## config.mk

```make
export PLATFORM = sky130hd
export DESIGN_NAME = mdu_issue_ctrl
export DESIGN_NICKNAME = d
export VERILOG_FILES = /design/src/rtl/mdu_issue_ctrl.sv
export SDC_FILE = /design/constraint.sdc
export NUM_CORES = 1
export LEC_CHECK = 0
export CORE_AREA = 5 5 42 44
export CTS_BUF_LIST = sky130_fd_sc_hd__clkbuf_4 sky130_fd_sc_hd__clkbuf_8
export CTS_CLUSTER_SIZE = 20
export DETAILED_ROUTE_END_ITERATION = 10
export DIE_AREA = 0 0 47 49
export HOLD_SLACK_MARGIN = 0.05
export PLACE_DENSITY = 0.66
export RECOVER_POWER = 50
export SYNTH_ARGS = -nofsm -noshare
export SYNTH_HDL_FRONTEND = slang
export SYNTH_SLANG_ARGS = --single-unit
```

## constraint.sdc

```tcl
create_clock -name clk -period 2 [get_ports clk]
set_clock_uncertainty 0.1 [all_clocks]
set_input_delay 0.5 -clock clk [delete_from_list [all_inputs] [get_ports clk]]
set_output_delay 0.5 -clock clk [all_outputs]
set_load 0.005 [all_outputs]
```

## src/rtl/mdu_issue_ctrl.sv

```systemverilog
// E-stage issue and hazard controller for the multiply/divide unit: start pulse,
// shadow latency countdown, D-stage stall request and busy cross-check.
module mdu_issue_ctrl #(
    parameter int MULT_CYCLES = 5,
    parameter int DIV_CYCLES  = 10,
    parameter int CNT_W       = 4
) (
    input  logic             clk,
    input  logic             reset,
    input  logic [2:0]       E_MDUOp,
    input  logic             E_valid,
    input  logic             E_advance,
    input  logic             D_is_mdu,
    input  logic             IntReq,
    input  logic             mdu_busy,
    output logic             start,
    output logic             stall_req,
    output logic             pending,
    output logic [CNT_W-1:0] remaining,
    output logic             sync_err
);

    // Arithmetic encodings from the shared MDU constants; the move/read ops never start
    localparam logic [2:0] MDU_MULT  = 3'd1;
    localparam logic [2:0] MDU_MULTU = 3'd2;
    localparam logic [2:0] MDU_DIV   = 3'd3;
    localparam logic [2:0] MDU_DIVU  = 3'd4;

    typedef enum logic {
        IDLE = 1'b0,
        RUN  = 1'b1
    } state_t;

    state_t           state;
    state_t           state_next;
    logic [CNT_W-1:0] remaining_next;
    logic             issued;
    logic             is_div;
    logic             is_md;

    assign is_div = (E_MDUOp == MDU_DIV) || (E_MDUOp == MDU_DIVU);
    assign is_md  = E_valid && ((E_MDUOp == MDU_MULT) || (E_MDUOp == MDU_MULTU) || is_div);

    always_ff @(posedge clk or posedge reset) begin
        if (reset) begin
            state     <= IDLE;
            remaining <= '0;
        end else begin
            state     <= state_next;
            remaining <= remaining_next;
        end
    end

    // Countdown mirrors the unit's busy window: RUN covers exactly the busy cycles
    always_comb begin
        state_next     = state;
        remaining_next = remaining;
        case (state)
            IDLE: begin
                if (start) begin
                    state_next     = RUN;
                    remaining_next = is_div ? CNT_W'(DIV_CYCLES) : CNT_W'(MULT_CYCLES);
                end
            end
            RUN: begin
                if (remaining <= CNT_W'(1)) begin
                    state_next     = IDLE;
                    remaining_next = '0;
                end else begin
                    remaining_next = remaining - CNT_W'(1);
                end
            end
            default: begin
                state_next     = IDLE;
                remaining_next = '0;
            end
        endcase
    end

    always_comb begin
        start     = is_md && (state == IDLE) && !IntReq && !issued;
        pending   = start || (state == RUN);
        stall_req = D_is_mdu && pending;
    end

    // An advancing E stage retires the instruction, so clear takes priority over set
    always_ff @(posedge clk or posedge reset) begin
        if (reset) begin
            issued <= 1'b0;
        end else if (E_advance) begin
            issued <= 1'b0;
        end else if (start) begin
            issued <= 1'b1;
        end
    end

    // Busy rises one cycle after start, so the issue cycle compares IDLE against low busy
    always_ff @(posedge clk or posedge reset) begin
        if (reset) begin
            sync_err <= 1'b0;
        end else if ((state == RUN) != mdu_busy) begin
            sync_err <= 1'b1;
        end
    end

endmodule
```

# After elaboration in Yosys (flattened, before gate mapping)
# Index checks and enable logic that the tools add are counted.
[word_totals]
regBits = 7
elab_cells = 34
in_bits = 10
out_inout_bits = 8
[op_classes]
eq_ne = 6
mux = 9
n_reduce_logical = 12
addsub = 1
n_bitwise = 1
n_lt_le_gt_ge = 1
[ops]
columns = ["op", "n"]
rows = [
  ["$mux 4", 3],
  ["$pmux 4 s2", 1],
  ["$eq 3x2->1 const B", 2],
  ["$logic_and 1x1->1", 5],
  ["$le 4x1->1 const B", 1],
  ["$logic_or 1x1->1", 4],
  ["$mux 1", 4],
  ["$sub 4x1->4 const B", 1],
  ["$eq 3x1->1 const B", 1],
  ["$eq 3x3->1 const B", 1],
  ["$logic_not 1->1", 2],
  ["$ne 2x2->1 const B", 1],
  ["$pmux 1 s2", 1],
  ["$reduce_bool 2->1", 1],
  ["$ne 1x1->1", 1],
  ["$not 1->1", 1],
]

# Longest topological paths before layout
# Gate-level depths: netlist (run 1).
[depth]
word_depth = 9
mapped_depth = 6
ltp_nobuf = 6

# Worst setup path before layout (run 1)
# No wires, ideal clock.
[synth_path]
path_type = "input to output"
startpoint = "input IntReq"
endpoint = "output stall_req"
t_required_ps = 1400
path_stages = 4
path_slack_ps = -15
arrival_ps = 1415
path_buffers = 0
path_cell_list = "or4b_4 -> nor3_4 -> nor2_2 -> nor2b_1"
[synth_between]
elab_chain_len = 5
[synth_lines]
columns = ["element", "line_no", "rtl"]
rows = [
  ["start, declared", "14", "input logic IntReq,"],
  ["$logic_not 1->1", "81", "start = is_md && (state == IDLE) && !IntReq && !issued;"],
  ["$logic_and 1x1->1 (2 in a row)", "81", ""],
  ["via start", "16", "output logic start,"],
  ["$logic_or 1x1->1", "82", "pending = start || (state == RUN);"],
  ["$logic_and 1x1->1", "83", "stall_req = D_is_mdu && pending;"],
  ["end, declared", "17", "output logic stall_req,"],
]
# The timed path passes the listed nets, and every way through them passes these cells.

# Worst setup path after layout (run 1)
[layout_path]
startpoint = "register issued"
endpoint = "output stall_req"
[layout_between]
elab_chain_len = 4
[layout_lines]
columns = ["element", "line_no", "rtl"]
rows = [
  ["start, declared", "37", "logic issued;"],
  ["start signal, assigned", "89", "issued <= 1'b0;"],
  ["start signal, assigned", "91", "issued <= 1'b0;"],
  ["start signal, assigned", "93", "issued <= 1'b1;"],
  ["$logic_not 1->1", "81", ""],
  ["$logic_and 1x1->1", "81", ""],
  ["$logic_or 1x1->1", "82", ""],
  ["$logic_and 1x1->1", "83", ""],
]
# No other way between the ends.

==> results of run 1 <==
cells in the final DEF (no fill, tap or decap):
cell,netlist,layout
dlygate4sd2_1,0,2
o221ai_1,1,1
buf_4,0,15
nand3_1,1,1
dlygate4sd3_1,0,2
o22ai_1,1,1
clkinv_2,0,1
nor2_1,2,2
nor2b_1,2,2
o31ai_1,1,1
nand2b_1,4,4
or4b_4,1,1
dlymetal6s2s_1,0,2
o21a_1,1,1
clkdlybuf4s50_1,0,7
nor3b_1,1,1
buf_6,0,1
o21bai_1,1,1
inv_1,5,5
nand4b_1,1,1
nor2_2,1,1
or3_1,1,1
o32a_1,1,1
o21ai_0,1,1
dfrtp_1,7,7
and3b_1,1,1
o41ai_1,1,1
clkbuf_4,0,3
mux2_2,2,2
nand2_1,1,1
a221o_1,1,1
xnor2_1,1,1
nor3_1,2,1
ha_1,2,2
nor3_4,1,2
buf_2,1,3
registers in the layout, summed over array words and instances, names as in the netlist:
register   cells
issued         1
state          1
sync_err       1
remaining      4
cell type report:
| type | count | area [sq um] |
|---|---|---|
| fillers | 149 | 618 |
| repair buffers | 32 | 272 |
| multi-input cells | 33 | 270 |
| flip-flops and latches | 7 | 175 |
| clock buffers | 3 | 22.5 |
| well taps | 16 | 20.0 |
| inverters | 5 | 18.8 |
| clock inverters | 1 | 5.00 |
metrics by stage:
step                setup WS [ns]  instance area, sq um  utilization [%]  std cells  TNS (ns)
global route               -0.312                   783             55.9         97    -0.727
finish                     -0.201                   783             55.9         97    -0.492
floorplan                 -0.0149                   458                -         46   -0.0149
CTS                        -0.295                   759             54.2         94    -0.748
detailed placement         -0.860                   711             50.7         87     -3.68
global placement           -0.860                   711             50.7         87     -3.59
routing by layer:
layer | GRT usage, % | wire (um) | share of wire (%)
met4 | 6.91 | 0 | 0
met5 | 0 | 0 | 0
met1 | 15.1 | 446 | 40
met2 | 16.3 | 585 | 52
met3 | 0 | 85 | 7.6
worst max-delay path by stage:
stage	to	slack, ns
5_1_grt	stall_req	-0.31
3_5_place_dp	stall_req	-0.86
2_1_floorplan	stall_req	-0.01
6_report	stall_req	-0.20
4_1_cts	stall_req	-0.30
3_3_place_gp	stall_req	-0.86
cells by family (layout without fill, tap and decap cells):
group           after synthesis  count (layout)
fa+ha+maj                     2               2
compound gates                9               9
flops                         7               7
buf+inv                       6              41
xor+xnor                      1               1
simple gates                 19              19
mux                           2               2
what timing repair did:
action | CTS | global route
cloned | 0 | 0
pin swaps | 5 | 5
gates resized for setup | 21 | 2
buffers inserted | 4 | 4
endpoints found under the setup margin | 6 | 5
power breakdown:
group / switching (mW) / internal (mW) / total [mW]
logic: 0.175 / 0.258 / 0.432
registers: 0.0516 / 0.189 / 0.240
clock network: 0.0524 / 0.0730 / 0.125
==> summary.md, run 1 <==
| Metric | Value |
|---|---|
| Post-Syn Area | `458 sq um` |
| Achievable frequency | `between 400 and 500 MHz` |
| Layout cells sized above 1 | `a little over a third` |
| Min-Delay Startpoint | `sync_err$_DFFE_PP0P_` |
| Hold Path End | `sync_err$_DFFE_PP0P_` |
| CP peak stage delay | `about 0.53 ns` |
| Buf/Inv on CP | `1` |
| Drt total wl | `1120 um` |
| Slew Limit Fails | `0` |
| Mux contribution to synthesized area | `4.92%` |
| Ant. Diodes | `0` |
| Largest net degree at the start of global routing | `12` |
| Clock root buffer | `clkbuf_4` |
| DPL Wire Length | `roughly 840 um` |
| Synth Warn # | `0` |
| Detailed-route via count | `475` |
| FF+latch count, synth | `7` |
| Failing checks | `negative setup slack` |
| RSZ-0062 raised after global routing | `yes` |
| Vias in the first global route | `458` |
| Worst hold slack | `roughly 0.38 ns` |
| Detail Route Antenna Nets | `0` |
| Startpoint types | `flop` |
| Crit path from | `issued$_DFFE_PP0P_` |
| PwrDens | `~1000 mW/mm^2` |
| Antenna violations before repair | `0` |
| Post-Syn Area per Cell | `9.96 sq um` |
| WS Path Type | `reg2out` |
| Family with the most delay on the worst path | `simple AND/OR/NAND/NOR gates` |
| Ys flop type | `dfrtp_1` |
| Post-synthesis compound-gate area fraction | `between 10% and 20%` |
| Hold Fails Final Rpt | `0` |
| Crit path max-delay cell type | `or4b_4` |
| Routability cong. | `0.688` |
| Final total power | `roughly 0.8 mW` |
| Post-Syn Nets | `58` |
| Htree depth | `1` |
| CTS sink count | `7` |
| Crit end category | `output port` |
| Total core area | `roughly 0.0014 sq mm` |
| Total CTS buffers | `3` |
| Via density per instance | `~4.9` |
| Synth Area in XOR/XNOR | `1.91%` |
| Die W | `around 47 um` |
| R2R Setup Slk | `around 0.07 ns` |
| Synth Area in Adders | `5.46%` |
| Global Route Usage Sum | `between 10 and 15%` |
| Worst Hold Depth | `1` |
| Buffer depth of the longest clock path | `2` |
| Setup Viol. Count Final | `3` |
| Async set-reset flop share out of synthesis | `100%` |
| Period Utilization, post-route | `110%` |
| Peak supply drop | `0.394 mV` |
| Area of the die | `roughly 0.0023 sq mm` |
| Simple-gate share of the synthesized area | `about 29%` |
| Post-synth top area cell | `dfrtp_1` |
| Largest family of logic cells by synthesized area | `simple AND/OR/NAND/NOR gates` |
| Worst skew pair latency | `between 0.2 and 0.3 ns` |
| CP Data Required Time | `~1.4 ns` |
| Top post-synthesis cells by count | `7 x dfrtp_1, 5 x inv_1, 4 x nand2b_1` |
| Leak Pwr | `about 0.38 nW` |
| # DRC | `0` |
| Final Critical Period | `2.20 ns` |
| Die H | `between 40 and 50 um` |
| Critical Path AT | `1.60 ns` |
| Sequential fraction of the synthesis area | `approximately two fifths` |
| Post-synth EDFFs | `0` |
| HP Class | `reg2reg` |
| Share of the synthesized area in the top cell type | `a little under two fifths` |
| Cell variety after synth | `28` |
| GR Overflow Total | `0` |
| Worst path depth | `5` |
| First drt pass iteration count | `4` |
| Worst-path clk slew | `roughly 0.060 ns` |
| Outcome | `complete, but fails checks` |
| Hold_buf cts | `0` |
| Max_slew headroom | `81.6%` |
| Max FO, Critical Path | `3` |
| Worst-Margin Slew | `about 0.28 ns` |
| Synth area leaders | `dfrtp_1 38%, ha_1 5.5%, nand2b_1 5.5%` |
| First-pass GRT wire length | `approximately 1900 um` |
| Initial Util | `between 30% and 40%` |
| Count leader, synth | `dfrtp_1` |
| CTS tree | `done` |
| IO buf count | `17` |
| Synth-to-Final Area Change | `71.0%` |
| Routed length per placed instance | `11.5 um` |
| Cells on worst reg2reg path | `6` |
| Syn Inst Count | `46` |
| Reg2reg end | `remaining[2]$_DFFE_PP0P_` |
| RR Startpoint | `issued$_DFFE_PP0P_` |
| DRT iter0 DRCs | `12` |
| Max Cap Violations | `0` |
| Setup ws final | `-0.201 ns` |
| Rows | `14` |
| Nets | `between 90 and 100` |
| Crit path cell chain | `or4b_4, nor3_4, nor2_2, nor2b_1, buf_2` |
| Num ports | `18` |
Note: power is estimated with default switching activity, not from simulation.
==> inputs of run 2 (changes only) <==
--- a/config.mk
+++ b/config.mk
@@ -11,7 +11,7 @@
 export DETAILED_ROUTE_END_ITERATION = 10
 export DIE_AREA = 0 0 47 49
 export HOLD_SLACK_MARGIN = 0.05
-export PLACE_DENSITY = 0.66
+export PLACE_DENSITY = 0.7
 export RECOVER_POWER = 50
 export SYNTH_ARGS = -nofsm -noshare
 export SYNTH_HDL_FRONTEND = slang
==> run 2 against run 1 <==
Against the previous run: critical path type unchanged; utilization down 2.9 points; critical path depth unchanged; maximum frequency up 1.3%; highest routed layer is now met4; worst setup slack better by 0.028 ns; sequential power up 2%; global-route usage up 1.5 points; power down 0.95%; routed wire length about the same; the run still ends with negative setup slack left; combinational power down 3%; clock-buffer cell count unchanged.
==> summary.md, run 2 (synthesis gave the netlist of run 1 again) <==
| Metric | Value |
|---|---|
| First drt pass iteration count | `2` |
| Buf/Inv on CP | `1` |
| Switching part of the total power | `between 30% and 40%` |
| Multi-input logic area | `270 sq um` |
| Die H | `slightly below 50 um` |
| Detail Route Antenna Nets | `0` |
| Critical Path AT | `approximately 1.6 ns` |
| RR Startpoint | `state$_DFF_PP0_` |
| Vias in the first global route | `518` |
| # DRC | `0` |
| Cells on worst reg2reg path | `6` |
| CP Data Required Time | `1.40 ns` |
| Setup Viol. Count Final | `3` |
| Routability cong. | `0.810` |
| DR WL met2 | `537 um` |
| Crit path from | `state$_DFF_PP0_` |
| Failing checks | `negative setup slack` |
| Worst-Margin Slew | `approximately 0.53 ns` |
| IO buf count | `17` |
| Buffer depth of the longest clock path | `2` |
| Reg2reg end | `remaining[2]$_DFFE_PP0P_` |
| Rows | `14` |
| R2R Setup Slk | `about 0.070 ns` |
| CP peak stage delay | `roughly 0.52 ns` |
| Setup TNS | `-0.434 ns` |
| Min-Delay Startpoint | `sync_err$_DFFE_PP0P_` |
| Drt total wl | `around 1100 um` |
| Area of the die | `between 0.002 and 0.0025 sq mm` |
| Switch Pwr | `about 0.28 mW` |
| Peak supply drop | `about 0.56 mV` |
| Htree depth | `1` |
| Num ports | `18` |
| PwrDens | `between 1000 and 1500 mW/mm^2` |
| Critical Path Sink | `stall_req` |
| Max FO, Critical Path | `3` |
| Clock root buffer | `clkbuf_4` |
| Commonest non-fill, non-tap cell in the layout | `buf_4` |
| Area after DPL | `roughly 700 sq um` |
| Family with the most delay on the worst path | `simple AND/OR/NAND/NOR gates` |
| Antenna violations before repair | `0` |
| Leak Pwr | `about 0.34 nW` |
| Final total power | `roughly 0.8 mW` |
| HP Class | `reg2reg` |
| DRT iter0 DRCs | `5` |
| Synth-to-Final Area Change | `62.0%` |
| First-pass GRT wire length | `approximately 2200 um` |
| Worst path depth | `5` |
| Total CTS buffers | `3` |
| Routed length per placed instance | `around 12 um` |
| WS Path Type | `reg2out` |
| Worst skew pair latency | `0.25 ns` |
| Period Utilization, post-route | `109%` |
| Max FFs per register | `4` |
| Seq. cell area | `roughly 180 sq um` |
| Met3 routed WL | `41 um` |
| Max_slew headroom | `between 60% and 70%` |
| Total core area | `about 0.0014 sq mm` |
| Initial Util | `32.7%` |
| Via density per instance | `4.95` |
| Achievable frequency | `~460 MHz` |
| Hold_buf cts | `0` |
| Ant. Diodes | `0` |
| Crit path cell chain | `or4b_4, nor3_4, nor2_2, nor2b_1, buf_2` |
| Cell-internal power | `between 0.5 and 0.6 mW` |
| Setup ws final | `-0.173 ns` |
| CTS sink count | `7` |
| Pre-CTS WS | `-0.877 ns` |
| Die W | `roughly 47 um` |
| Crit end category | `output port` |
| Hold Fails Final Rpt | `0` |
| Sequential share of power | `a little under a third` |
| Crit path max-delay cell type | `or4b_4` |
| WL met1 | `~520 um` |
| GR Overflow Total | `0` |
| Clock share of power | `between 10% and 20%` |
| Worst hold slack | `0.363 ns` |
| Max layer used | `met4` |
| Nets | `90` |
| Final Critical Period | `around 2.2 ns` |
| CTS tree | `done` |
| Combinational share of power | `53.1%` |
| DPL Wire Length | `around 800 um` |
| Largest net degree at the start of global routing | `12` |
| Layout filler cell count | `between 150 and 200` |
| Commonest non-fill, non-tap cells in the layout | `11 x buf_4, 8 x clkdlybuf4s50_1, 7 x dfrtp_1` |
| Worst-path clk slew | `roughly 0.060 ns` |
| RSZ-0062 raised after global routing | `yes` |
| Startpoint types | `flop` |
| Layout cells sized above 1 | `between 30% and 40%` |
| Final instance area | `about 740 sq um` |
| Global Route Usage Sum | `between 10% and 20%` |
| Detailed-route via count | `460` |
| Largest Register | `remaining` |
| Max Cap Violations | `0` |
| Outcome | `complete, but fails checks` |
| Slew Limit Fails | `0` |
run 2: changes by cell type in the layout (fill, tap and decap cells not counted), sizes merged:
cell / before / now
dlygate4sd2: 2 / 3
clkdlybuf4s50: 7 / 8
buf: 19 / 15
dlygate4sd3: 2 / 1
clkbuf: 3 / 4
dlymetal6s2s: 2 / 0
run 2: per-stage QoR:
step	utilization, %	std cells
3_5_place_dp	50.2	86
3_3_place_gp	50.2	86
4_1_cts	53.6	93
5_1_grt	52.9	93
2_1_floorplan	-	46
6_report	52.9	93
run 2: final cells by class:
type	count	area share (%)
repair buffers	28	31.0
flip-flops and latches	7	23.6
multi-input cells	33	36.4
inverters	5	2.53
clock inverters	1	0.675
clock buffers	3	3.04
well taps	16	2.70
run 2: power groups by stage:
stage,Clock (mW),Sequential (mW),Combinational (mW)
after floorplan,0,0.237,0.219
after global placement,0,0.241,0.402
after detailed placement,0,0.243,0.407
after CTS,0.131,0.243,0.414
after global routing,0.139,0.258,0.465
final,0.126,0.244,0.420
run 2: how the worst min path moves through the flow:
| stage | endpoint | cells past startpoint |
|---|---|---|
| global placement | sync_err$_DFFE_PP0P_ | 1 |
| floorplan | issued$_DFFE_PP0P_ | 1 |
| finish | sync_err$_DFFE_PP0P_ | 1 |
| CTS | sync_err$_DFFE_PP0P_ | 1 |
| global route | sync_err$_DFFE_PP0P_ | 1 |
| detailed placement | sync_err$_DFFE_PP0P_ | 1 |
run 2: what timing repair did:
| action | CTS | global route |
|---|---|---|
| resized for setup | 25 | 1 |
| hold endpoints to repair | 0 | 0 |
| endpoints found under the setup margin | 6 | 3 |
| pin swaps | 3 | 1 |
| setup buffers | 3 | 1 |
run 2: layer usage:
layer | global-route usage, % | vias up
li1 | - | 228
met1 | 17.5 | 216
met2 | 18.6 | 12
met3 | 1.11 | 4
met4 | 5.53 | 0
met5 | 0 | -
run 2: worst reg2reg max path: cells and delay by family, from the launching register on:
family	cells	cell delay [ns]
flip-flops	1	0.37
buffers and inverters	2	0.27
AO/OA/AOI/OAI	1	0.34
AND/OR/NAND/NOR	3	0.74
==> patch 1, RTL diff (flow settings as in run 2) <==
`CNT_W`: 4 -> 6.
--- a/src/rtl/mdu_issue_ctrl.sv
+++ b/src/rtl/mdu_issue_ctrl.sv
@@ -3,7 +3,7 @@
 module mdu_issue_ctrl #(
     parameter int MULT_CYCLES = 5,
     parameter int DIV_CYCLES  = 10,
-    parameter int CNT_W       = 4
+    parameter int CNT_W       = 6
 ) (
     input  logic             clk,
     input  logic             reset,
Ports: changed (resized remaining); port bits go from 18 to 20. No check against the original RTL was run, so the function may have changed too.
==> patch 1 against run 2 <==
The run still ends with negative setup slack left. Cell area grew 36%. Clock power increased by 26%. Wire length rose by 62%. Utilization up 19 points. Area after synthesis up 38%. First-iteration DRC count grew to 2.6 times the old value. Synthesized cell count rose by 48%. Sequential cell count grew 2. Setup slack improved by 0.087 ns. Power grew 61%. Highest routed layer unchanged.
==> patch 1: results <==
export IMPL_grt_pass1_wl_um=3000
export IMPL_setup_slack_ns=-0.0856
export IMPL_cp_slowest_cell="dfrtp_1"
export IMPL_ys_warn_count=0
export IMPL_drt_wl_total_um=1810
export IMPL_diodes=0
export IMPL_drive_gt1_share_pct=35.9
export IMPL_yosys_top_cells_count="dfrtp_1, inv_1, a31oi_1"
export IMPL_path_max_fanout=2
export IMPL_largest_reg_flops=6
export IMPL_fill_cells=118
export IMPL_cpPeakStageDelay_ns=0.42
export IMPL_status="finished with violations"
export IMPL_gp_congestion=0.770
export IMPL_yosys_area_top_type_share_pct=35.6
export IMPL_power_leakage_nw=0.448
export IMPL_grt_max_degree=19
export IMPL_place_ws_ns=-0.828
export IMPL_grt_pass1_vias=660
export IMPL_crit_start="state$_DFF_PP0_"
export IMPL_timing_rr_end="remaining[3]$_DFFE_PP0P_"
export IMPL_dp_hpwl_um=1200
export IMPL_reg2reg_slack_ns=0.27
export IMPL_synth_top_cells_by_area="dfrtp_1, inv_1, a311oi_1"
export IMPL_synthDistinctLibCells=38
export IMPL_synth_nets=80
export IMPL_clock_latency_ns=0.27
export IMPL_antenna_found_initial=0
export IMPL_ys_seq_area_share_pct=35.6
export IMPL_failed_checks="negative setup slack"
export IMPL_vias_per_cell=5.64
export IMPL_io_buffer_count=19
export IMPL_start_kind="flop"
export IMPL_critPathCapture="stall_req"
export IMPL_vdd_drop_max_v=0.000723
export IMPL_tightest_slew_ns=0.342
export IMPL_nNetsFinal=116
export IMPL_grt_total_usage_pct=18.0
export IMPL_setup_violations=3
export IMPL_crit_arrival_ns=1.49
export IMPL_drt_iter0_markers=13
export IMPL_dr_pass1_iters=4
[patch 1: cell families (layout without fill, tap and decap cells)]
family / count (synthesis) / after routing / synth area share (%)
AOI/OAI and AO/OA: 23 / 23 / 28.3
xor gates and xnor gates: 1 / 1 / 1.39
adders and majority gates: 2 / 2 / 3.96
buffers and inverters: 11 / 46 / 6.93
DFF: 9 / 9 / 35.6
and+or+nand+nor: 22 / 22 / 23.8
[patch 1: report_power, final]
group / switching (mW) / total, mW / internal (mW)
sequential: 0.119 / 0.369 / 0.249
clock: 0.0683 / 0.159 / 0.0908
combinational: 0.317 / 0.745 / 0.428
total: 0.504 / 1.27 / 0.769
[patch 1: layout make-up]
cell class	count	area [um^2]	area share, %
multi-input combinational	48	402	39.8
tap	16	20.0	1.98
timing repair buffer	35	307	30.4
inverter	7	26.3	2.60
sequential	9	225	22.3
clock buffer	4	30.0	2.97
[patch 1: metrics by stage]
stage                     TNS, ns  util [%]  cells  area, um^2
after floorplan           -0.0513         -     68         636
after global placement      -2.45      63.8    108         895
after detailed placement    -2.82      63.8    108         895
after CTS                 -0.0804      70.1    117         982
after global routing       -0.318      72.1    119        1010
final                      -0.154      72.1    119        1010
[patch 1: worst max-delay path, delay by kind of cell (launching register included)]
family	cells	cell delay (ns)
flops	1	0.42
buf+inv	3	0.32
compound gates	1	0.07
simple gates	2	0.41
[patch 1: worst min-delay path by stage]
stage	from	endpoint	slack [ns]	cells after the start
global route	sync_err$_DFFE_PP0P_	sync_err$_DFFE_PP0P_	0.39	1
floorplan	reset	issued$_DFFE_PP0P_	0.23	1
CTS	sync_err$_DFFE_PP0P_	sync_err$_DFFE_PP0P_	0.37	1
global placement	sync_err$_DFFE_PP0P_	sync_err$_DFFE_PP0P_	0.35	1
finish	sync_err$_DFFE_PP0P_	sync_err$_DFFE_PP0P_	0.36	1
detailed placement	sync_err$_DFFE_PP0P_	sync_err$_DFFE_PP0P_	0.35	1
[patch 1: routing by layer]
layer / part of all wire (%) / vias to the layer above / track usage [%]
li1: - / 333 / -
met1: 43 / 317 / 21.6
met2: 51 / 17 / 28.5
met3: 4.1 / 4 / 6.27
met4: 1.7 / 0 / 6.45
met5: 0 / - / 0
[patch 1: what timing repair did]
item | in CTS | in global routing
gates resized for setup | 40 | 2
endpoints found under the setup margin | 3 | 3
pin swaps | 3 | 1
endpoints found under the hold margin | 0 | 0
setup buffers | 5 | 2
cloned | 0 | 0
==> patch 2, RTL diff (config.mk and constraints of run 2) <==
Without the edit above. Register the output `sync_err` once more, with the module's reset; this adds one clock of latency there. The other outputs are not delayed to match.
--- a/src/rtl/mdu_issue_ctrl.sv
+++ b/src/rtl/mdu_issue_ctrl.sv
@@ -30,6 +30,8 @@
         IDLE = 1'b0,
         RUN  = 1'b1
     } state_t;
+
+    logic sync_err_s0;
 
     state_t           state;
     state_t           state_next;
@@ -97,9 +99,17 @@
     // Busy rises one cycle after start, so the issue cycle compares IDLE against low busy
     always_ff @(posedge clk or posedge reset) begin
         if (reset) begin
-            sync_err <= 1'b0;
+            sync_err_s0 <= 1'b0;
         end else if ((state == RUN) != mdu_busy) begin
-            sync_err <= 1'b1;
+            sync_err_s0 <= 1'b1;
+        end
+    end
+
+    always_ff @(posedge clk or posedge reset) begin
+        if (reset) begin
+            sync_err <= '0;
+        end else begin
+            sync_err <= sync_err_s0;
         end
     end
 
Check against the original RTL: not equivalent (a bounded check fails within 4 cycles, from zero or initial values and one cycle with reset high).
==> patch 2 against run 2 <==
The run still ends with negative setup slack left. Power is 2.8% higher. Setup slack worse by 0.12 ns. Area after synthesis is 5.5% higher. Sequential cell count is 1 higher. Wire length is 8.2% higher. Non-clock buffer count is 1 higher. Combinational power is 1% higher. Critical path depth is 1 higher. Maximum frequency is 5.2% lower. Cell area is 6.1% higher. Sequential share of layout area is 1.8 points higher. Clock power hardly changed.
==> patch 2: results <==
export IMPL_status="finished with violations"
export IMPL_grt_total_usage_pct=12.1
export IMPL_largest_reg_flops=4
export IMPL_power_leakage_nw=0.357
export IMPL_dr_pass1_iters=2
export IMPL_failed_checks="negative setup slack"
export IMPL_grt_pass1_wl_um=1990
export IMPL_place_ws_ns=-0.869
export IMPL_largest_register="remaining"
export IMPL_synthDistinctLibCells=28
export IMPL_synth_nets=59
export IMPL_synth_area_per_cell_um2=10.3
export IMPL_dp_hpwl_um=860
export IMPL_dpl_cell_count=88
export IMPL_placed_cell_area_um2=736
export IMPL_grt_max_degree=12
export IMPL_yosys_top_cells_count="dfrtp_1, inv_1, nand2b_1"
export IMPL_synth_top_cells_by_area="dfrtp_1, ha_1, nand2b_1"
export IMPL_ys_flop_type="dfrtp_1"
export IMPL_grt_pass1_vias=473
export IMPL_fill_cells=143
export IMPL_diodes=0
export IMPL_drt_iter0_markers=4
export IMPL_ys_warn_count=0
export IMPL_avgRoutedWirePerCell_um=12.9
export IMPL_io_buffer_count=17
export IMPL_drt_wl_total_um=1210
export IMPL_cts_root_buf="clkbuf_4"
export IMPL_clock_latency_ns=0.26
export IMPL_vias_per_cell=4.91
export IMPL_nNetsFinal=92
export IMPL_cp_slowest_cell="or4b_4"
export IMPL_gp_congestion=0.851
export IMPL_ys_seq_area_share_pct=41.5
export IMPL_clk_pin_slew_ns=0.05
export IMPL_cts_buffers=3
export IMPL_path_max_fanout=3
export IMPL_setup_slack_ns=-0.292
export IMPL_antenna_found_initial=0
export IMPL_clockBufferDepth=2
export IMPL_slew_limit_headroom_pct=66.8
export IMPL_finalSetupTns_ns=-0.764
export IMPL_setup_violations=3
export IMPL_cpPeakStageDelay_ns=0.53
export IMPL_async_flop_share_pct=100
export IMPL_vdd_drop_max_v=0.000535
export IMPL_drive_gt1_share_pct=32.1
export IMPL_ctsHtreeMaxLevel=1
export IMPL_hp_class="reg2reg"
==> patch 2: changes by cell type in the layout (fill, tap and decap cells not counted), sizes merged <==
cell,before,now
buf,15,16
clkbuf,4,3
clkdlybuf4s15,0,1
clkdlybuf4s50,8,7
clkinv,1,0
dfrtp,7,8
dlygate4sd3,1,2
==> patch 2: area by class of cell <==
class                   count  area, um^2  share of cell area [%]
inverters                   5        18.8                    2.38
well taps                  16        20.0                    2.54
clock buffers               3        22.5                    2.86
multi-input cells          33         275                    35.0
flip-flops and latches      8         200                    25.4
repair buffers             29         250                    31.8
==> patch 2: where the power goes <==
part           internal [mW]  switching (mW)  total, mW
combinational          0.248           0.177      0.425
sequential             0.209          0.0521      0.261
clock                 0.0689          0.0576      0.126
==> patch 2: repair_timing <==
action / 4_1_cts / 5_1_grt
endpoints found under the setup margin: 6 / 5
endpoints found under the hold margin: 0 / 0
pin swaps: 5 / 1
gates resized for setup: 25 / 2
buffers inserted: 4 / 2
==> patch 2: path summary, 6_finish.rpt <==
check,from,to,slack [ns],cells past startpoint
setup / recovery,state$_DFF_PP0_,stall_req,-0.29,6
hold / removal,sync_err_s0$_DFFE_PP0P_,sync_err$_DFF_PP0_,0.27,0
setup reg to reg,state$_DFF_PP0_,remaining[0]$_DFFE_PP0P_,0.03,7
hold reg to reg,sync_err_s0$_DFFE_PP0P_,sync_err$_DFF_PP0_,0.27,0
max in group asynchronous,reset,state$_DFF_PP0_,1.04,2
min in group asynchronous,reset,remaining[2]$_DFFE_PP0P_,0.52,2
==> patch 2: cell families after synthesis <==
logic type,after synthesis,share of synthesized area [%]
compound gates,9,14.8
xor+xnor,1,1.81
fa+ha+maj,2,5.18
buf+inv,6,4.92
flops,8,41.5
mux,2,4.66
simple gates,19,27.2
==> patch 2: metrics by stage <==
stage | power [mW] | hold slack, ns
after global placement | 0.677 | 0.258
final | 0.813 | 0.268
after CTS | 0.819 | 0.267
after global routing | 0.881 | 0.283
after floorplan | 0.477 | 0.216
after detailed placement | 0.687 | 0.255
==> patch 2: worst max-delay path: cells and delay by family, from the launching register on <==
| kind | cells | cell delay, ns |
|---|---|---|
| buf+inv | 2 | 0.24 |
| flops | 1 | 0.37 |
| simple gates | 4 | 0.83 |
==> patch 2: routing by layer <==
layer | wire, um | up-vias | global-route usage, %
li1 | - | 233 | -
met1 | 518 | 214 | 14.5
met2 | 580 | 11 | 17.9
met3 | 77 | 4 | 3.32
met4 | 32 | 0 | 8.29
met5 | 0 | - | 0
